<file path="src/rtl/clk_en_ctrl.sv">
// CPU clock-enable generator: one cpu_ce strobe every div+1 clocks, with run/halt/single-step sequencing.
// Optional strobe counter ce_count is built only when CLK_EN_CTRL_CE_COUNT_EN is defined.
module clk_en_ctrl #(
  parameter int DIV_W = 8
) (
  input  logic             clk,
  input  logic             rst_n,
  input  logic             run,
  input  logic             step_req,
  input  logic [DIV_W-1:0] div,
  input  logic             instr_end,
  input  logic             ce_count_clr,
  output logic             cpu_ce,
  output logic             halted,
  output logic             step_ack,
  output logic [31:0]      ce_count
);

  localparam logic [1:0] S_HALT  = 2'd0;
  localparam logic [1:0] S_RUN   = 2'd1;
  localparam logic [1:0] S_DRAIN = 2'd2;
  localparam logic [1:0] S_STEP  = 2'd3;

  logic [1:0]       state_q, state_d;
  logic [DIV_W-1:0] cnt_q, cnt_d;
  logic [DIV_W-1:0] div_q, div_d;
  logic             step_ack_q, step_ack_d;
  logic             ce;
  logic             boundary;
  logic             reload;

  // Strobe comes from registers only so the core sees a glitch-free, input-independent enable.
  assign ce       = (state_q != S_HALT) && (cnt_q == div_q);
  assign boundary = ce && instr_end;
  assign reload   = (state_q == S_HALT) || ce;

  always_comb begin
    state_d = state_q;
    case (state_q)
      S_HALT: begin
        if (run) begin
          state_d = S_RUN;
        end else if (step_req) begin
          state_d = S_STEP;
        end
      end
      S_RUN: begin
        if (!run) begin
          state_d = S_DRAIN;
        end
      end
      S_DRAIN: begin
        if (run) begin
          state_d = S_RUN;
        end else if (boundary) begin
          state_d = S_HALT;
        end
      end
      S_STEP: begin
        if (boundary) begin
          state_d = S_HALT;
        end
      end
      default: state_d = S_HALT;
    endcase
  end

  // The ratio is only sampled at period boundaries, so a div change never truncates a period.
  assign cnt_d      = reload ? '0 : cnt_q + DIV_W'(1);
  assign div_d      = reload ? div : div_q;
  assign step_ack_d = (state_q == S_STEP) && boundary;

  always_ff @(posedge clk or negedge rst_n) begin
    if (!rst_n) begin
      state_q    <= S_HALT;
      cnt_q      <= '0;
      div_q      <= '0;
      step_ack_q <= 1'b0;
    end else begin
      state_q    <= state_d;
      cnt_q      <= cnt_d;
      div_q      <= div_d;
      step_ack_q <= step_ack_d;
    end
  end

  assign cpu_ce   = ce;
  assign halted   = (state_q == S_HALT);
  assign step_ack = step_ack_q;

`ifdef CLK_EN_CTRL_CE_COUNT_EN
  logic [31:0] ce_count_q, ce_count_d;

  always_comb begin
    ce_count_d = ce_count_q;
    if (ce_count_clr) begin
      ce_count_d = '0;
    end else if (ce) begin
      ce_count_d = ce_count_q + 32'd1;
    end
  end

  always_ff @(posedge clk or negedge rst_n) begin
    if (!rst_n) begin
      ce_count_q <= '0;
    end else begin
      ce_count_q <= ce_count_d;
    end
  end

  assign ce_count = ce_count_q;
`else
  logic unused_ce_count_clr;
  assign unused_ce_count_clr = ce_count_clr;
  assign ce_count            = '0;
`endif

endmodule

</file>
<file path="config.mk">
export PLATFORM = sky130hd
export DESIGN_NAME = clk_en_ctrl
export DESIGN_NICKNAME = d
export VERILOG_FILES = /design/src/rtl/clk_en_ctrl.sv
export SDC_FILE = /design/constraint.sdc
export NUM_CORES = 1
export LEC_CHECK = 0
export CAP_MARGIN = 20
export CORE_MARGIN = 3
export CORE_UTILIZATION = 38
export DETAILED_ROUTE_END_ITERATION = 7
export PLACE_DENSITY = 0.75
export SLEW_MARGIN = 20
export SYNTH_ARGS = -nofsm -noshare
export SYNTH_HDL_FRONTEND = slang
export SYNTH_SLANG_ARGS = --single-unit
export TNS_END_PERCENT = 30
</file>
<file path="constraint.sdc">
create_clock -name clk -period 1.4 [get_ports clk]
set_input_delay 0.35 -clock clk [delete_from_list [all_inputs] [get_ports clk]]
set_output_delay 0.35 -clock clk [all_outputs]
set_load 0.1 [all_outputs]
</file>
==> impl_metrics.tcl <==
set metrics [dict create \
    outcome "finished with violations" \
    violations "setup timing" \
    post-route-period-util 1.36 \
    start_kind "flip-flop" \
    cap_viol_max_count 0 \
    ant_nets 0 \
    fmax_mhz 526 \
    core_um2 2830 \
    viasPerCell 4.36 \
    clock_path_buffers 2 \
    dieArea_um2 3770 \
    grt_overflow 0 \
    critPathBufInv 1 \
    synth_xor_area_frac 0.112 \
    intPower_w 0.00178 \
    yosysWarnings 0 \
    crit_slowest_cell "dfrtp_1" \
    cp.required_ns 1.05 \
    grt_setup_unrepaired "true" \
    critPathMaxStageDelay_ns 0.41 \
    synth.area.mux_share 0.0837 \
    p_seq_frac 0.317 \
    yosys.area_share.adder 0.0107 \
    clock_sinks 19 \
    dr.pass1.iters 4 \
    cts_buffers 3 \
    syn_area_um2 1170 \
    grt_pass1_wl_um 3440 \
    hpwl_um 1510 \
    clk_latency_ns 0.30 \
    arrival_ns 1.55 \
    finalSetupViolations 21 \
    async_flop_share 1.00 \
    fin_area_um2 1550 \
    final_util 0.548 \
    die_x_um 61.4 \
    synth_edf_count 0 \
    cellLeakagePower_nw 0.747 \
    clockRootBuffer "clkbuf_4" \
    holdCritPathClass "in2async" \
    synth_top_family_by_area "buffers and inverters" \
    synthSimpleGateAreaFrac 0.113 \
    io_buffers 15 \
    start_util 0.412 \
    hold_viol 0 \
    p_per_area_nw_per_um2 2040 \
    syn_inst 108 \
    ys.flop_type "dfrtp_1" \
    layout.cells.non_filler 181 \
    crit_path_cell_trace "xnor2_1 > nand4_2 > nor3_4 > buf_12" \
    drc_errors 0 \
    gp_congestion 0.769 \
    htree_levels 1 \
    grt_max_degree 20 \
    ir_drop_v 0.000801 \
    routed_wl_um 2140 \
    synth-compound-area-share 0.0451 \
    p_clk_frac 0.091 \
    area_delta_synth_final_pct 32.8 \
    route.vias.total 790 \
    wl_per_cell_um 11.8 \
    cts_hold_buf 0 \
    fin_nets 166 \
    place_area_um2 1390 \
    die_h_um 61.4 \
    dp_slack_ns -0.202 \
    io_pins 49 \
    critPathMaxFanout 2 \
    placedCellCount 168 \
    finClkSkew_ns 0.00117 \
    finalCriticalPeriod_ns 1.90 \
    ys_seq_elements 19 \
    synth_seq_area_share 0.408 \
    swShare 0.435 \
    std_cell_rows 19 \
    grtUsageTotal 0.123 \
    cts_tree "built" \
    synth_area_per_cell_um2 10.8 \
    worstSetupEndpointType "output port" \
    antenna_found_initial 0 \
    setup_ws_ns -0.501 \
    slew_viol_final 0 \
    synth.distinct_cells 24 \
    switching_power_w 0.00137 \
    worstSetupPathType "reg2out" \
    crit_family "simple AND/OR/NAND/NOR gates" \
    grt_pass1_vias 803 \
    p_comb_frac 0.592 \
    n_antenna_cell 0 \
    hold_slack_ns 0.362 \
    layout-drive-gt1-share 0.347 \
    drtIter0Drc 21 \
    path_clk_slew_ns 0.11 \
]
[final timing paths]
check	startpoint	end	slack, ns	cells past startpoint
worst max-delay path	div_q[7]	cpu_ce	-0.50	4
worst min-delay path	rst_n	cnt_q[7]	0.36	2
worst max register to register	div_q[7]	div_q[5]	-0.41	7
worst min register to register	div_q[4]	div_q[4]	0.55	1
max in group asynchronous	rst_n	state_q[0]	0.82	2
min in group clk	div_q[4]	div_q[4]	0.55	1
[what timing repair did]
item	in CTS	in global routing
setup buffers	5	4
gates resized for setup	11	4
pin swaps	12	5
setup endpoints to repair	19	21
[stage by stage]
step | power (W) | TNS [ns]
global route | 0.00335 | -7.58
global placement | 0.00252 | -1.98
floorplan | 0.00222 | -3.26
finish | 0.00315 | -6.42
detailed placement | 0.00258 | -2.04
CTS | 0.00304 | -4.51
[Yosys cell counts, types with 2 or more instances]
cell type / n / area [µm²]
nand2_1: 2 / 7.51
mux2_2: 6 / 67.6
buf_4: 32 / 240
o21ai_0: 2 / 10.0
xor2_1: 5 / 43.8
nand3_1: 5 / 25.0
dfrtp_1: 19 / 475
inv_1: 2 / 7.51
xnor2_1: 8 / 70.1
nand4_2: 2 / 25.0
nor2_1: 11 / 41.3
mux2_4: 2 / 30.0
[layout make-up]
| class | count | area (µm²) |
|---|---|---|
| Fill cell | 231 | 1280 |
| Clock inverter | 1 | 5.00 |
| Clock buffer | 3 | 22.5 |
| Sequential cell | 19 | 477 |
| Inverter | 2 | 7.51 |
| Timing Repair Buffer | 40 | 403 |
| Tap cell | 31 | 38.8 |
| Multi-Input combinational cell | 85 | 596 |
[registers in the layout (all words and copies together) (netlist names)]
register  count
cnt_q         8
div_q         8
state_q       2
step_ack      1
[cells in the final DEF, fill, tap and decap left out, types with 2 or more instances in the layout]
cell             instances
conb_1                  32
dfrtp_1                 18
buf_4                   18
clkdlybuf4s50_1         12
nor2_1                  10
mux2_4                   7
xnor2_1                  6
buf_6                    6
nand3_1                  5
xor2_1                   5
buf_12                   4
xnor2_2                  3
clkbuf_4                 3
nand4_2                  2
inv_1                    2
nand2_1                  2
[cells by family after synthesis]
group,after synthesis
buffers and inverters,35
and+or+nand+nor,24
DFF,19
xor gates and xnor gates,14
muxes,8
AOI/OAI and AO/OA,6
adders and majority gates,1
other,1
[power groups by stage]
stage                     combinational, W  clock (W)  sequential, W
after global routing               0.00199   0.000328        0.00103
after detailed placement           0.00159          0       0.000988
final                              0.00187   0.000288       0.000998
after global placement             0.00155          0       0.000976
after CTS                          0.00175   0.000303       0.000983
after floorplan                    0.00121          0        0.00101
[layer usage]
metal / wire length (µm) / share of wire / global-route usage / vias to the layer above
li1: - / - / - / 378
met1: 837 / 0.39 / 0.142 / 378
met2: 1140 / 0.53 / 0.221 / 29
met3: 136 / 0.064 / 0.0252 / 5
met4: 29 / 0.014 / 0.0485 / 0
met5: 0 / 0 / 0 / -
Note: power is estimated with default switching activity, not from simulation.
